<file path="config.mk">
export PLATFORM = sky130hd
export DESIGN_NAME = reduce_engine
export DESIGN_NICKNAME = d
export VERILOG_FILES = /design/src/rtl/reduce_engine.sv
export SDC_FILE = /design/constraint.sdc
export NUM_CORES = 1
export LEC_CHECK = 0
export ABC_AREA = 1
export CORE_MARGIN = 2
export CORE_UTILIZATION = 40
export DETAILED_ROUTE_END_ITERATION = 8
export PLACE_DENSITY = 0.7
export SLEW_MARGIN = 15
export SYNTH_ARGS = -nofsm -noshare
export SYNTH_HDL_FRONTEND = slang
export SYNTH_SLANG_ARGS = --single-unit
</file>
<file path="constraint.sdc">
create_clock -name clk -period 2.5 [get_ports clk]
set_input_delay 0.5 -clock clk [delete_from_list [all_inputs] [get_ports clk]]
set_output_delay 0.5 -clock clk [all_outputs]
set_load 0.01 [all_outputs]
</file>
<file path="src/rtl/reduce_engine.sv">
// Serial reduction engine: folds a WIDTH-bit operand CHUNK bits per cycle
// into one AND/OR/XOR/XNOR bit plus its population count.
module reduce_engine #(
   parameter  int WIDTH = 16,
   parameter  int CHUNK = 4,
   localparam int NCYC  = WIDTH / CHUNK,
   localparam int CW    = $clog2(WIDTH + 1)
) (
   input  logic             clk,
   input  logic             rst,
   input  logic             in_valid,
   output logic             in_ready,
   input  logic [WIDTH-1:0] in_data,
   input  logic [1:0]       in_mode,
   output logic             out_valid,
   input  logic             out_ready,
   output logic             out_result,
   output logic [CW-1:0]    out_count
);

   localparam int CNTW = (NCYC > 1) ? $clog2(NCYC) : 1;
   localparam logic [CNTW-1:0] LAST = CNTW'(NCYC - 1);

   generate
      if (WIDTH < 1 || CHUNK < 1 || (WIDTH % CHUNK) != 0) begin : g_bad_param
         $error("reduce_engine: CHUNK must divide WIDTH");
      end
   endgenerate

   typedef enum logic [1:0] {
      S_IDLE,
      S_BUSY,
      S_DONE
   } state_t;

   state_t            state_q, state_d;
   logic [WIDTH-1:0]  op_q, op_d;
   logic [1:0]        mode_q, mode_d;
   logic              acc_q, acc_d;
   logic [CNTW-1:0]   cnt_q, cnt_d;
   logic [CW-1:0]     pc_q, pc_d;
   logic              res_q, res_d;
   logic [CW-1:0]     ocnt_q, ocnt_d;

   logic [CHUNK-1:0]  chunk;
   logic [WIDTH-1:0]  op_shift;
   logic              acc_nx;
   logic [CW-1:0]     pc_nx;

   function automatic logic [CW-1:0] popc(input logic [CHUNK-1:0] v);
      logic [CW-1:0] s;
      s = '0;
      for (int i = 0; i < CHUNK; i++) begin
         s = s + CW'(v[i]);
      end
      return s;
   endfunction

   // Operand shifts down so the active chunk always sits in the low bits
   assign chunk = op_q[CHUNK-1:0];

   generate
      if (NCYC > 1) begin : g_shift
         assign op_shift = {{CHUNK{1'b0}}, op_q[WIDTH-1:CHUNK]};
      end else begin : g_noshift
         assign op_shift = '0;
      end
   endgenerate

   always_comb begin
      acc_nx = acc_q;
      unique case (mode_q)
         2'b00:   acc_nx = acc_q & (&chunk);
         2'b01:   acc_nx = acc_q | (|chunk);
         default: acc_nx = acc_q ^ (^chunk);
      endcase
      pc_nx = pc_q + popc(chunk);
   end

   always_comb begin
      state_d = state_q;
      op_d    = op_q;
      mode_d  = mode_q;
      acc_d   = acc_q;
      cnt_d   = cnt_q;
      pc_d    = pc_q;
      res_d   = res_q;
      ocnt_d  = ocnt_q;
      unique case (state_q)
         S_IDLE: begin
            if (in_valid) begin
               op_d    = in_data;
               mode_d  = in_mode;
               cnt_d   = '0;
               pc_d    = '0;
               acc_d   = (in_mode == 2'b00);
               state_d = S_BUSY;
            end
         end
         S_BUSY: begin
            op_d  = op_shift;
            acc_d = acc_nx;
            pc_d  = pc_nx;
            cnt_d = cnt_q + 1'b1;
            if (cnt_q == LAST) begin
               res_d   = (mode_q == 2'b11) ? ~acc_nx : acc_nx;
               ocnt_d  = pc_nx;
               state_d = S_DONE;
            end
         end
         S_DONE: begin
            if (out_ready) begin
               state_d = S_IDLE;
            end
         end
         default: state_d = S_IDLE;
      endcase
   end

   always_ff @(posedge clk or posedge rst) begin
      if (rst) begin
         state_q <= S_IDLE;
         op_q    <= '0;
         mode_q  <= '0;
         acc_q   <= 1'b0;
         cnt_q   <= '0;
         pc_q    <= '0;
         res_q   <= 1'b0;
         ocnt_q  <= '0;
      end else begin
         state_q <= state_d;
         op_q    <= op_d;
         mode_q  <= mode_d;
         acc_q   <= acc_d;
         cnt_q   <= cnt_d;
         pc_q    <= pc_d;
         res_q   <= res_d;
         ocnt_q  <= ocnt_d;
      end
   end

   assign in_ready   = (state_q == S_IDLE);
   assign out_valid  = (state_q == S_DONE);
   assign out_result = res_q;
   assign out_count  = ocnt_q;

endmodule

</file>
## Word level (Yosys, flattened, before mapping)

Cells that the tools add are included.

- Register bits: 34
- Bits in latches: 0
- Memory bits (writable): 0
- ROM bits: 0
- Bits of input ports: 22
- Logic and storage cells: 50
- Memories kept: 0

- Add/subtract/negate cells: 5
- $mul: 0
- Divide/modulo/power cells: 0
- Magnitude comparators: 0
- Eq/ne operators: 8
- Shift-type cells: 0
- Muxes and demuxes: 14
- Bitwise logic cells: 4
- Reductions and logical operators: 11

Operator list:

| operator | count |
|---|---|
| 16-bit case mux with 2 select lines | 1 |
| 16-bit two-way mux | 1 |
| 5-bit case mux with 2 select lines | 1 |
| 2-bit two-way mux | 4 |
| 2-bit == test (second input constant) | 3 |
| 2-bit logical NOT | 3 |
| 2-bit case mux with 3 select lines | 1 |
| 2-bit AND reduction | 3 |
| 5-bit by 4-bit adder with 5-bit output | 1 |
| 5-bit two-way mux | 1 |
| 3-bit by 1-bit adder with 4-bit output | 1 |
| 2-bit by 1-bit == test with 1-bit output (second input constant) | 2 |
| 2-bit != test (second input constant) | 2 |
| 1-bit case mux with 2 select lines | 2 |
| 2-bit case mux with 2 select lines | 1 |
| 4-bit AND reduction | 1 |
| 4-bit OR reduction | 1 |
| 4-bit parity | 1 |
| 2-bit by 1-bit adder with 3-bit output | 1 |
| 3-bit AND reduction | 1 |
| 1-bit by 1-bit adder with 2-bit output | 1 |
| 2-bit by 1-bit adder with 2-bit output (second input constant) | 1 |
| 1-bit two-way mux | 2 |
| 2-bit by 1-bit != test with 1-bit output (second input constant) | 1 |
| 5 further kinds | 5 |

## Logic depth before layout (Yosys ltp)

- Word-level depth: 5
- Depth in mapped cells: 10
- Depth with buffers taken out: 10

## Worst setup path after synthesis

Ideal clock, no wire load.

- Path type: reg-to-reg
- Start point: register op_q[0]
- End point: register pc_q[4]
- Setup time: 0.076 ns
- Arrival time: 2.179 ns
- Data required time: 2.424 ns
- Path slack: 0.244 ns
- Stages on the path, launching flop included: 9
- Path buffers: 0
- Path through: dfrtp_1 -> fa_1 -> inv_1 -> fa_1 -> fa_1 -> nor2_1 -> xor2_1 -> inv_1 -> o21ai_1

- Cells in the longest elaborated chain, start to end: 5

RTL lines:

| element | RTL line | source |
|---|---|---|
| from (decl) | 37 | `logic [WIDTH-1:0] op_q, op_d;` |
| from (signal assigned) | 132 | `op_q <= op_d;` |
| 1-bit by 1-bit adder with 2-bit output | 54 | `s = s + CW'(v[i]);` |
| 2-bit by 1-bit adder with 3-bit output | 54 |  |
| 3-bit by 1-bit adder with 4-bit output | 54 |  |
| 5-bit by 4-bit adder with 5-bit output | 77 | `pc_nx = pc_q + popc(chunk);` |
| 5-bit case mux with 2 select lines | 89 | `unique case (state_q)` |
| to (signal assigned) | 136 | `pc_q <= pc_d;` |
| to (decl) | 41 | `logic [CW-1:0] pc_q, pc_d;` |

No other way between the ends.
A chain may end at the register's enable or synchronous reset.

## Final worst setup path

Ends and elaborated chain as after synthesis.

==> metrics.txt <==
worst ir drop on vdd=0.000570 V; Min Clock Period, post-route=2.33 ns; remaining antenna violation count after routing=0; fraction of final layout cells with drive strength greater than 1=9.61%; Post-Syn Area=1720 µm²; Max transition margin=67.7%; via/cell ratio=4.79; Worst Skew=0.00405 ns; clock slew at reported path FFs=0.07 ns; placer's final routability congestion estimate=0.816; main combinational cell family by area after synthesis=simple AND/OR/NAND/NOR gates; final critical-path share of the clock period=93.4%; wire per inst=11.9 µm; sequential-to-total area share from yosys stat=49.5%; number of top-level pins=30; final setup fails=0; full die area=4840 µm²; end of the worst hold path=out_count[2]; TritonCTS clock tree=built; fraction of synthesized area in multiplexers=0%; post-placement cell area=2040 µm²; count of antenna diodes in the layout=0; Max Fanout on Critical Path=3; Inserted Clock Buffers=5; worst hold path class=reg2reg; first-pass GRT wire length=6.29 mm; Area growth syn-to-layout=24.3%; CP Data Required Time=2.70 ns; WHS Path Cells=2; Worst R2R End=pc_q[4]; via count of the first global-routing pass=1399; pin count of the biggest net entering global routing=35; clock latency on the worst-skew pair=0.28 ns; category of the worst setup path capture point=register; final total negative setup slack=0 ns; Top Family by Delay on Critical Path=adder cells; EDFF count, synth=0; outcome=completed; critical path's largest stage delay=0.54 ns; detailed-route DRC error count=0; aggregate global-route resource usage=16.3%; fraction of registers with async set/reset=100%; number of antenna violations at the first check in global routing=0; net count of the mapped netlist=228; count of warnings emitted by yosys=0; H-tree Lvls=2; slew at the pin closest to its max-slew limit=0.482 ns; Design Area, Final=2140 µm²; CTS Hold Bufs=0; Final Net Count=259; number of violations reported at the end of detailed-routing iteration 0=35; effective utilization at floorplan=42.4%; internal reg-to-reg setup slack=0.17 ns; critical path's slowest cell=fa_1; synthesized area per cell=8.73 µm²; origin of the worst min-delay path=out_count[2]; cell taking the most area after synthesis=dfrtp_1; number of cells on the worst reg-to-reg path=8; RSZ-0062 raised after global routing=no; portion of synthesized cell area occupied by the leading cell type=49.5%; dominant cells by area after synthesis=dfrtp_1 (49%), nand2_1 (9.4%), inv_1 (4.6%); DP Wirelength=2.34 mm; critical path launch point type=register; Distinct cells, synth=27; routed vias=1336; area fraction in compound gates after synthesis=13.0%; f_max=428 MHz; class of the most critical setup path=reg2reg; Pins Over Slew Limit=0; Post-synth top flop=dfrtp_1; CP Data Arrival Time=2.54 ns; Die Height=69.6 µm; clock root cell=clkbuf_8; Congestion Overflow GR=0; FF+latch count, synth=34; startpoint of the lowest-slack register-to-register path=op_q[0]; buffering stage count on the worst path with inverters included=2; number of max-capacitance violations reported=0; Detailed Routing Iterations Pass 1=4; Leak=1.01 nW; area of the core region=4060 µm²; synthesized instance count=197; Port Buf Inserts=29; Die W=69.6 µm; Pwr per Cell Area=1330 nW/µm²; number of post-CTS setup repair buffers=0; Min Hold Slack=0.473 ns; XOR/XNOR share of the synthesized area=1.53%; maximum clock path buffer count=2; row count=23; post-route core utilization=52.7%; Gates resized, CTS repair=0; overall routed net length=3.32 mm; Synth Area in Simple Gates=19.7%; adder-cell share of the synthesized area=7.86%; crit-path cells=fa_1 -> inv_1 -> fa_1 -> fa_2 -> nor2_1 -> xor2_1 -> inv_1 -> o21ai_1; sinks on the clock net=34; hold violation total from the final report=0
## where the power goes
part | internal [W] | switching, W
clock network | 0.000222 | 0.000191
logic | 0.000627 | 0.000835
registers | 0.000806 | 0.000158
total | 0.00165 | 0.00118
## kinds of logic (layout without fill, tap and decap cells)
group                    Yosys count  count (layout)
AND/OR/NAND/NOR                   82              82
AO/OA/AOI/OAI                     35              35
flip-flops                        34              34
buffers and inverters             34              66
adder cells (fa/ha/maj)            9               9
XOR/XNOR                           3               3
## stage by stage
stage | worst slack [ns] | power [W] | instances
finish | 0.166 | 0.00284 | 279
global route | 0.0400 | 0.00315 | 279
CTS | 0.122 | 0.00287 | 279
detailed placement | 0.152 | 0.00244 | 271
global placement | 0.170 | 0.00238 | 271
floorplan | 0.244 | 0.00206 | 197
## layout by cell type (no fill, tap or decap), drive strengths merged
| cell type | count |
|---|---|
| o211ai | 1 |
| a21oi | 2 |
| buf | 2 |
| clkinv | 1 |
| nand3 | 10 |
| o21ai | 19 |
| nand2 | 45 |
| o22ai | 2 |
| xor2 | 2 |
| a22o | 2 |
| nor3 | 8 |
| a211oi | 4 |
| clkdlybuf4s50 | 29 |
| inv | 27 |
| xnor2 | 1 |
| nor2 | 19 |
| dfrtp | 34 |
| fa | 3 |
| clkbuf | 7 |
| o31ai | 1 |
| o21a | 4 |
| ha | 6 |
## worst register-to-register path, delay by kind of cell (launching register included)
kind / cells / cell delay (ns)
adder cells (fa/ha/maj): 3 / 1.31
flip-flops: 1 / 0.42
XOR/XNOR: 1 / 0.16
AND/OR/NAND/NOR: 1 / 0.14
buffers and inverters: 2 / 0.12
AO/OA/AOI/OAI: 1 / 0.12
## flip-flops by register name, indices dropped and copies added, names as in the netlist
| register | count |
|---|---|
| acc_q | 1 |
| cnt_q | 2 |
| mode_q | 2 |
| op_q | 16 |
| out_count | 5 |
| out_result | 1 |
| pc_q | 5 |
| state_q | 2 |
## cells in the mapped netlist (2+ instances only)
cell,n
ha_1,6
o21a_1,4
nand2_2,2
fa_1,3
nor3_1,8
inv_2,6
nor2_1,18
o21ai_1,14
xor2_1,2
nand3_1,10
a21oi_1,2
buf_2,5
o22ai_1,2
a211oi_1,2
inv_1,21
o21ai_0,4
a22o_1,2
a211oi_2,2
nand2_1,43
dfrtp_1,34
## metal layers
metal,up-vias,share of wire (%),track usage (%)
met5,-,0,0
met4,0,1.2,5.23
met3,5,3.9,3.63
met2,28,48,27.4
met1,615,47,20.9
li1,688,-,-
## worst max-delay path by stage
stage / from / end / cells after the start
after global placement: op_q[0] / pc_q[4] / 8
final: op_q[0] / pc_q[4] / 8
after floorplan: op_q[0] / pc_q[4] / 8
after detailed placement: op_q[0] / pc_q[4] / 8
after global routing: op_q[0] / pc_q[4] / 8
after CTS: op_q[0] / pc_q[4] / 8
## area by class of cell
cell class	instances	area, µm²
Clock buffer	7	86.3
Inverter	27	101
Fill cell	374	1920
Tap cell	50	62.6
Multi-Input combinational cell	129	726
Timing Repair Buffer	31	305
Sequential cell	34	851
Clock inverter	1	5.00
Power figures use the tool's default switching activity.
